<file path="src/rtl/m2v_stream_ingress.sv">
// MPEG-2 bitstream ingress: byte FIFO between the host stream port and the decoder,
// with inline start-code detection, masked match, interrupt and a 32-bit register slave.
module m2v_stream_ingress #(
    parameter int FIFO_AW = 4,
    parameter int CNT_W   = FIFO_AW + 1
) (
    input  logic              clk,
    input  logic              reset_n,
    input  logic [1:0]        control_address,
    input  logic              control_read,
    output logic [31:0]       control_readdata,
    input  logic              control_write,
    input  logic [31:0]       control_writedata,
    output logic              control_readdatavalid,
    output logic              irq,
    input  logic              stream_valid,
    input  logic [7:0]        stream_data,
    output logic              stream_ready,
    output logic              out_valid,
    output logic [7:0]        out_data,
    input  logic              out_ready,
    output logic              softreset
);
    localparam int DEPTH = 2 ** FIFO_AW;
    localparam logic [CNT_W-1:0] FULL_CNT = CNT_W'(DEPTH);

    localparam logic [1:0] ST_Z0 = 2'd0;
    localparam logic [1:0] ST_Z1 = 2'd1;
    localparam logic [1:0] ST_Z2 = 2'd2;
    localparam logic [1:0] ST_SC = 2'd3;

    logic               enable, irq_en_sc, irq_en_lvl, stop_on_sc;
    logic               sc_hit;
    logic [7:0]         last_sc, sc_value, sc_mask;
    logic [CNT_W-1:0]   thresh, count;
    logic [FIFO_AW-1:0] wr_ptr, rd_ptr;
    logic [1:0]         det_state, det_next;
    logic [7:0]         mem [DEPTH];
    logic [31:0]        rd_mux;

    logic push, pop, lvl, sc_match, wr_ctrl, wr_status, sr_req;

    // Handshake: a byte moves on a port only in a cycle where its valid and ready are both high.
    assign stream_ready = enable && (count < FULL_CNT);
    assign out_valid    = (count != '0);
    assign out_data     = out_valid ? mem[rd_ptr] : 8'h00;
    assign push         = stream_valid && stream_ready;
    assign pop          = out_valid && out_ready;
    assign lvl          = (count <= thresh);
    assign wr_ctrl      = control_write && (control_address == 2'd0);
    assign wr_status    = control_write && (control_address == 2'd1);
    assign sr_req       = wr_ctrl && control_writedata[1];
    assign sc_match     = push && (det_state == ST_SC)
                          && (((stream_data ^ sc_value) & sc_mask) == 8'h00);

    always_comb begin
        det_next = det_state;
        if (push) begin
            case (det_state)
                ST_Z0:   det_next = (stream_data == 8'h00) ? ST_Z1 : ST_Z0;
                ST_Z1:   det_next = (stream_data == 8'h00) ? ST_Z2 : ST_Z0;
                ST_Z2:   det_next = (stream_data == 8'h00) ? ST_Z2 :
                                    (stream_data == 8'h01) ? ST_SC : ST_Z0;
                default: det_next = (stream_data == 8'h00) ? ST_Z1 : ST_Z0;
            endcase
        end
    end

    always_ff @(posedge clk) begin
        if (push && !sr_req) mem[wr_ptr] <= stream_data;
    end

    // Softreset has priority over any push/pop issued in the same cycle.
    always_ff @(posedge clk or negedge reset_n) begin
        if (!reset_n) begin
            wr_ptr    <= '0;
            rd_ptr    <= '0;
            count     <= '0;
            det_state <= ST_Z0;
        end else if (sr_req) begin
            wr_ptr    <= '0;
            rd_ptr    <= '0;
            count     <= '0;
            det_state <= ST_Z0;
        end else begin
            det_state <= det_next;
            if (push) wr_ptr <= wr_ptr + 1'b1;
            if (pop)  rd_ptr <= rd_ptr + 1'b1;
            if (push && !pop)      count <= count + CNT_W'(1);
            else if (pop && !push) count <= count - CNT_W'(1);
        end
    end

    // A softreset write leaves the irq enables and stop_on_sc untouched; a plain host
    // CTRL write beats the hardware enable clear from stop_on_sc.
    always_ff @(posedge clk or negedge reset_n) begin
        if (!reset_n) begin
            enable     <= 1'b0;
            irq_en_sc  <= 1'b0;
            irq_en_lvl <= 1'b0;
            stop_on_sc <= 1'b0;
            softreset  <= 1'b0;
        end else begin
            softreset <= sr_req;
            if (sr_req) begin
                enable <= 1'b0;
            end else if (wr_ctrl) begin
                enable     <= control_writedata[0];
                irq_en_sc  <= control_writedata[2];
                irq_en_lvl <= control_writedata[3];
                stop_on_sc <= control_writedata[4];
            end else if (sc_match && stop_on_sc) begin
                enable <= 1'b0;
            end
        end
    end

    always_ff @(posedge clk or negedge reset_n) begin
        if (!reset_n) begin
            sc_hit   <= 1'b0;
            last_sc  <= 8'h00;
            thresh   <= '0;
            sc_value <= 8'h00;
            sc_mask  <= 8'h00;
            irq      <= 1'b0;
        end else begin
            irq <= (sc_hit && irq_en_sc) || (lvl && irq_en_lvl);
            if (sr_req) begin
                sc_hit  <= 1'b0;
                last_sc <= 8'h00;
            end else if (sc_match) begin
                sc_hit  <= 1'b1;
                last_sc <= stream_data;
            end else if (wr_status && control_writedata[0]) begin
                sc_hit <= 1'b0;
            end
            if (control_write && (control_address == 2'd2))
                thresh <= control_writedata[CNT_W-1:0];
            if (control_write && (control_address == 2'd3)) begin
                sc_value <= control_writedata[7:0];
                sc_mask  <= control_writedata[15:8];
            end
        end
    end

    always_comb begin
        rd_mux = '0;
        case (control_address)
            2'd0: rd_mux[4:0] = {stop_on_sc, irq_en_lvl, irq_en_sc, 1'b0, enable};
            2'd1: begin
                rd_mux[0]            = sc_hit;
                rd_mux[1]            = lvl;
                rd_mux[15:8]         = last_sc;
                rd_mux[16 +: CNT_W]  = count;
            end
            2'd2:    rd_mux[CNT_W-1:0] = thresh;
            default: rd_mux[15:0]      = {sc_mask, sc_value};
        endcase
    end

    always_ff @(posedge clk or negedge reset_n) begin
        if (!reset_n) begin
            control_readdata      <= 32'h0;
            control_readdatavalid <= 1'b0;
        end else begin
            control_readdatavalid <= control_read;
            control_readdata      <= control_read ? rd_mux : 32'h0;
        end
    end
endmodule

</file>
<file path="config.mk">
export PLATFORM = sky130hd
export DESIGN_NAME = m2v_stream_ingress
export DESIGN_NICKNAME = d
export VERILOG_FILES = /design/src/rtl/m2v_stream_ingress.sv
export SDC_FILE = /design/constraint.sdc
export NUM_CORES = 1
export LEC_CHECK = 0
export ABC_AREA = 1
export CORE_ASPECT_RATIO = 1.5
export CORE_MARGIN = 5
export CORE_UTILIZATION = 52
export CTS_CLUSTER_DIAMETER = 80
export DETAILED_ROUTE_END_ITERATION = 10
export PLACE_DENSITY = 0.78
export SLEW_MARGIN = 20
export SYNTH_ARGS = -nofsm -noshare
export SYNTH_HDL_FRONTEND = slang
export SYNTH_SLANG_ARGS = --single-unit
export TNS_END_PERCENT = 30
</file>
<file path="constraint.sdc">
create_clock -name clk -period 2.45 [get_ports clk]
set_clock_uncertainty 0.2 [all_clocks]
set_input_delay 0.3675 -clock clk [delete_from_list [all_inputs] [get_ports clk]]
set_output_delay 0.3675 -clock clk [all_outputs]
set_load 0.01 [all_outputs]
</file>
==> results of run 1 <==
-- routing by layer --
metal  GRT usage (%)  vias up
met2            38.7      252
met3            3.15       69
li1                -     3164
met4            13.0        0
met5               0        -
met1            24.8     3157
-- registers in the layout, summed over array words and instances (netlist names) --
register,flops
last_sc,8
wr_ptr,4
enable,1
irq_en_sc,1
softreset,1
control_readdatavalid,1
control_readdata,21
count,5
rd_ptr,4
sc_hit,1
irq,1
thresh,5
det_state,2
sc_value,8
stop_on_sc,1
sc_mask,8
mem,128
irq_en_lvl,1
-- metrics by stage --
| stage | utilization [%] | std cells | power (mW) | setup slack (ns) |
|---|---|---|---|---|
| after floorplan | - | 885 | 6.37 | 0.429 |
| after global placement | 59.5 | 1169 | 7.64 | -0.124 |
| after detailed placement | 59.5 | 1169 | 7.73 | -0.172 |
| after CTS | 64.4 | 1210 | 10.8 | -0.0625 |
| after global routing | 65.8 | 1215 | 11.8 | -0.143 |
| final | 65.8 | 1215 | 11.2 | -0.0730 |
-- where the power goes --
part           switching, mW  internal (mW)
clock network           1.20           1.60
registers              0.172           3.85
logic                   2.50           1.88
total                   3.87           7.33
-- layout make-up --
cell class	instances	area [µm²]
fill	1244	5760
clock inverter	8	76.3
antenna	1	2.50
tap	210	263
inverter	65	253
timing repair buffer	129	1340
multi-input combinational	577	2960
clock buffer	24	514
sequential	201	5670
-- Yosys cell counts, types with 4 or more instances --
library cell,n,area (µm²)
a21oi_1,27,135
o21ai_1,12,60.1
inv_1,54,203
nand4_1,11,68.8
buf_2,12,60.1
o21ai_0,19,95.1
edfxtp_1,128,3840
dfrtp_1,73,1830
nand3_1,130,651
o22ai_1,4,25.0
nand2_1,263,987
inv_2,8,30.0
nor2_1,51,191
buf_4,15,113
buf_6,10,113
mux2_2,5,56.3
nand2_2,9,56.3
clkbuf_1,5,18.8
ha_1,17,213
-- layout by cell type, fill, tap and decap left out, types with 19 or more instances in the layout --
cell             count
nand2_1            245
edfxtp_1           128
nand3_1            104
dfrtp_1             71
clkdlybuf4s50_1     56
inv_1               54
nor2_1              51
buf_4               46
nand3_2             29
nand2_2             27
clkbuf_16           23
a21oi_1             21
o21ai_0             19
-- final timing paths --
path	cells after the start	endpoint	slack (ns)	from
setup / recovery	10	out_data[0]	-0.07	rd_ptr[0]$_DFFE_PN0P_
hold / removal	2	control_readdata[7]$_DFF_PN0_	0.28	reset_n
setup reg to reg	7	mem[14][0]$_DFFE_PP_	0.18	count[4]$_DFFE_PN0P_
hold reg to reg	2	irq$_DFF_PN0_	0.29	irq_en_sc$_DFFE_PN0P_
max in group asynchronous	3	control_readdata[19]$_DFF_PN0_	1.11	reset_n
min in group clk	3	sc_value[5]$_DFFE_PN0P_	0.28	control_writedata[5]
-- repair_timing --
item	in CTS	in global routing
endpoints found under the hold margin	54	0
setup endpoints to repair	8	8
buffers inserted	5	0
resized for setup	64	37
pin swaps	11	18
cloned	3	4
hold buffers	1	0
-- cell families after synthesis --
| family | after synthesis |
|---|---|
| other | 1 |
| buffers and inverters | 107 |
| XOR/XNOR | 3 |
| AO/OA/AOI/OAI | 66 |
| multiplexers | 7 |
| AND/OR/NAND/NOR | 472 |
| adder cells (fa/ha/maj) | 18 |
| flip-flops | 201 |
==> results.md, run 1 <==
* Highest metal layer with signal wires: met4
* Final WS setup at -0.0730 ns
* I/O Pins at 93
* Pwr dens at 1010 nW/µm²
* DIE AREA at 20000 µm²
* Final Hold Slack at 0.276 ns
* Crit start category: flip-flop
* Pin count of the biggest net entering global routing at 57
* Metal1 wirelength at 7.86 mm
* CP peak stage delay at 0.45 ns
* Final hold viol count at 0
* Synth-to-Final Area Change at 23.8%
* Critical Path RT at 1.88 ns
* Insertion delay of the later-clocked pin in the worst-skew pair at 0.48 ns
* Global-route wire length before repair at 33.4 mm
* Layout cells sized above 1 at 18.3%
* DR WL met2 at 11.4 mm
* CP Capture Type: primary output
* Largest family of logic cells by synthesized area: simple AND/OR/NAND/NOR gates
* Row count at 58
* Placement Cell Area at 10000 µm²
* CP max stage cell: dfrtp_2
* H-tree levels at 1
* Warnings, synthesis at 0
* Vias at 6642
* Fmax at 0.396 GHz
* Longest Clk Path Bufs at 3
* Max_slew headroom at 41.1%
* Drt pass-1 iters at 5
* Compound-gate portion of the synthesized area at 3.87%
* Fin. max-slew vios at 0
* Outcome: finished, violations left
* Hold crit path type: primary input to asynchronous set/reset pin
* WP data arrival at 1.96 ns
* Post-synthesis adder-cell area fraction at 2.60%
* Final Critical Period at 2.52 ns
* Dominant synthesized flop cell: edfxtp_1
* DRC at 0
* Mapped Cells at 875
* Wire per inst at 18.0 µm
* Num Clock Sinks at 201
* Worst setup path class: flip-flop to primary output
* CP cell instances: clkinv_4, buf_12, clkbuf_16, nand2_2, nand3_2, nand3_2, nand2_2, nand2_2, a21oi_2, buf_2
* Initial antenna violation count at 1
* Nets at 1058
* Port buffer count at 65
* Most used cell, CP: nand2_2
* Leakage at 4.75 nW
* Final WL at 21.9 mm
* Asr flop ratio synth at 36.3%
* Initial DRC count at 539
* Vias in the first global route at 6535
* Overall Global Routing Usage at 21.9%
* Fin crit share at 103%
* # Max-Cap Violations at 0
* Post-Layout Inst Area at 11100 µm²
* Die Ht at 171 µm
* Library cells used by synthesis at 36
* Antenna Nets Post-Route at 0
* GRT overflow at 0
* Multiplexer area fraction after synthesis at 0.965%
* # setup viols final at 8
* Worst IR drop on VDD at 0.739 mV
* Worst-path fanout max at 6
* Synthesized area at 8950 µm²
* Seq cells post-synth at 201
* Clock transition at path regs at 0.07 ns
* Syn Area/Cell at 10.2 µm²
* Die W at 117 µm
* Initial Util at 53.1%
* Number of flops mapped to enable cells by yosys at 128
* Unrepaired setup endpoints after global routing: true
* Core area at 16800 µm²
* Failing checks: negative setup slack
* Setup Total Neg Slack at -0.327 ns
* CTS tree: done
* Critical path's top delay family: buffers and inverters
* Simple-Gate Fraction of Synth Area at 22.7%
* HPWL Detailed at 14.8 mm
* WP buf/inv at 4
* Slew @ Worst Pin at 0.881 ns
* Post-synthesis sequential area ratio at 63.4%
* RePlAce Congestion at 0.860
* Post-Synth XOR/XNOR Area at 0.294%
* Clock root buffer: clkbuf_16
* Total CTS buffers at 18
* Met3 wire length at 1.31 mm
* Via density at 5.47
Power figures use the tool's default switching activity.
==> run 2, diff against run 1 <==
--- a/config.mk
+++ b/config.mk
@@ -6,7 +6,8 @@
 export NUM_CORES = 1
 export LEC_CHECK = 0
 export ABC_AREA = 1
-export CORE_ASPECT_RATIO = 1.5
+export CAP_MARGIN = 20
+export CORE_ASPECT_RATIO = 0.9
 export CORE_MARGIN = 5
 export CORE_UTILIZATION = 52
 export CTS_CLUSTER_DIAMETER = 80
==> results.md, run 2 (same netlist as run 1, synthesis figures left out) <==
* Initial DRC count at 772
* Util after Layout at 67.4%
* Antenna Nets Post-Route at 0
* Wire per inst at 19.9 µm
* Final WL at 24.4 mm
* Longest Clk Path Bufs at 3
* Final WS setup at -0.191 ns
* Total CTS buffers at 22
* Final hold viol count at 0
* Hold path start: control_writedata[9]
* Via density at 5.67
* Initial antenna violation count at 0
* Layout cells sized above 1 at 21.3%
* Max FFs per register at 128
* RePlAce Congestion at 0.862
* Die Ht at 134 µm
* Vias at 6940
* Unrepaired setup endpoints after global routing: true
* Tot Pwr at 12.1 mW
* Clock root buffer: clkbuf_16
* Fin. max-slew vios at 0
* WP data arrival at 2.07 ns
* Outcome: finished, violations left
* Nets at 1063
* Vias in the first global route at 6743
* Largest regs: mem x128, control_readdata x21
* Most flops, register: mem
* CTS tree: done
* Slew @ Worst Pin at 0.932 ns
* Fmax at 0.379 GHz
* I/O Pins at 93
* DRC at 0
* R2R Path Start: count[4]$_DFFE_PN0P_
* Clock transition at path regs at 0.06 ns
* Fin crit share at 108%
* DP Worst Slack at -0.167 ns
* Setup slack, reg-to-reg at 0.14 ns
* Worst IR drop on VDD at 0.539 mV
* Num Clock Sinks at 201
* Commonest non-fill, non-tap cell in the layout: nand2_1
* Core area at 16900 µm²
* Leakage at 4.86 nW
* CP Capture Type: primary output
* Commonest cells after routing, fill and taps aside: 233 x nand2_1, 128 x edfxtp_1, 90 x nand3_1
* Overall Global Routing Usage at 23.1%
* CP peak stage delay at 0.47 ns
* Initial Util at 53.0%
* Drt pass-1 iters at 6
* Die W at 148 µm
* Port buffer count at 65
* Hold crit path type: primary input to flip-flop
* Row count at 45
* GRT overflow at 0
* Global-route wire length before repair at 36.0 mm
* # setup viols final at 8
* Critical Path RT at 1.88 ns
* DIE AREA at 19900 µm²
* Pwr dens at 1070 nW/µm²
* Setup Total Neg Slack at -1.04 ns
* CP max stage cell: dfrtp_2
* Worst-path fanout max at 6
* Max_slew headroom at 37.9%
* CP startpoint: rd_ptr[0]$_DFFE_PN0P_
* Worst setup path class: flip-flop to primary output
* Synth-to-Final Area Change at 27.2%
* HPWL Detailed at 14.5 mm
* Antenna Cells at 0
* Final Critical Period at 2.64 ns
* Crit start category: flip-flop
* Failing checks: negative setup slack
* Pin count of the biggest net entering global routing at 74
* H-tree levels at 1
* Insertion delay of the later-clocked pin in the worst-skew pair at 0.50 ns
* CP cell instances: buf_12, clkbuf_16, nand2_1, nand3_2, nand3_2, nand2_2, nand2_2, a21oi_2, buf_2
* # Max-Cap Violations at 0
[run 2: changes by cell type in the layout (fill, tap and decap cells not counted), moves of 3 or more]
| cell | before | now |
|---|---|---|
| buf_16 | 2 | 5 |
| buf_4 | 46 | 40 |
| buf_6 | 1 | 4 |
| clkbuf_16 | 23 | 28 |
| clkinv_1 | 3 | 8 |
| nand2_1 | 245 | 233 |
| nand2_2 | 27 | 38 |
| nand3_1 | 104 | 90 |
| nand3_2 | 29 | 43 |
[run 2: power breakdown]
| part | switching (mW) | internal, mW |
|---|---|---|
| combinational | 2.86 | 2.16 |
| sequential | 0.187 | 3.85 |
| clock | 1.28 | 1.80 |
[run 2: timing repair]
item | in CTS | in global routing
pin swaps | 15 | 29
gates resized for setup | 63 | 73
setup endpoints to repair | 8 | 24
setup buffers | 10 | 2
endpoints found under the hold margin | 73 | 0
cloned | 5 | 5
hold buffers | 1 | 0
[run 2: worst max-delay path, delay by kind of cell (launching register included)]
kind | cells | cell delay (ns)
AO/OA/AOI/OAI | 1 | 0.17
buffers and inverters | 3 | 0.48
flip-flops | 1 | 0.47
AND/OR/NAND/NOR | 5 | 0.44
[run 2: metal layers]
layer / up-vias / track usage (%) / share of wire (%) / wire (µm)
li1: 3171 / - / - / -
met1: 3323 / 30.6 / 38 / 9300
met2: 374 / 38.9 / 50 / 12200
met3: 72 / 4.19 / 8.3 / 2010
met4: 0 / 7.59 / 3.5 / 862
met5: - / 0 / 0 / 0
[run 2: stage by stage]
stage	hold slack [ns]	std cells	instance area [µm²]
2_1_floorplan	-0.128	885	8980
3_3_place_gp	0.268	1162	10000
3_5_place_dp	0.279	1162	10000
4_1_cts	0.236	1218	11000
5_1_grt	0.271	1224	11400
6_report	0.245	1224	11400
[run 2: worst paths after layout]
| kind | depth (start not counted) | to |
|---|---|---|
| setup / recovery | 9 | out_data[6] |
| hold / removal | 3 | sc_mask[1]$_DFFE_PN0P_ |
| setup reg to reg | 7 | mem[15][3]$_DFFE_PP_ |
| hold reg to reg | 2 | thresh[2]$_DFFE_PN0P_ |
| max in group asynchronous | 2 | rd_ptr[0]$_DFFE_PN0P_ |
| min in group asynchronous | 2 | control_readdata[20]$_DFF_PN0_ |
[run 2: cell type report]
cell class              instances  area, µm²
multi-input cells             577       3080
fillers                      1197       5510
well taps                     211        264
repair buffers                130       1430
inverters                      65        260
clock inverters                10       45.0
flip-flops and latches        201       5670
clock buffers                  30        632
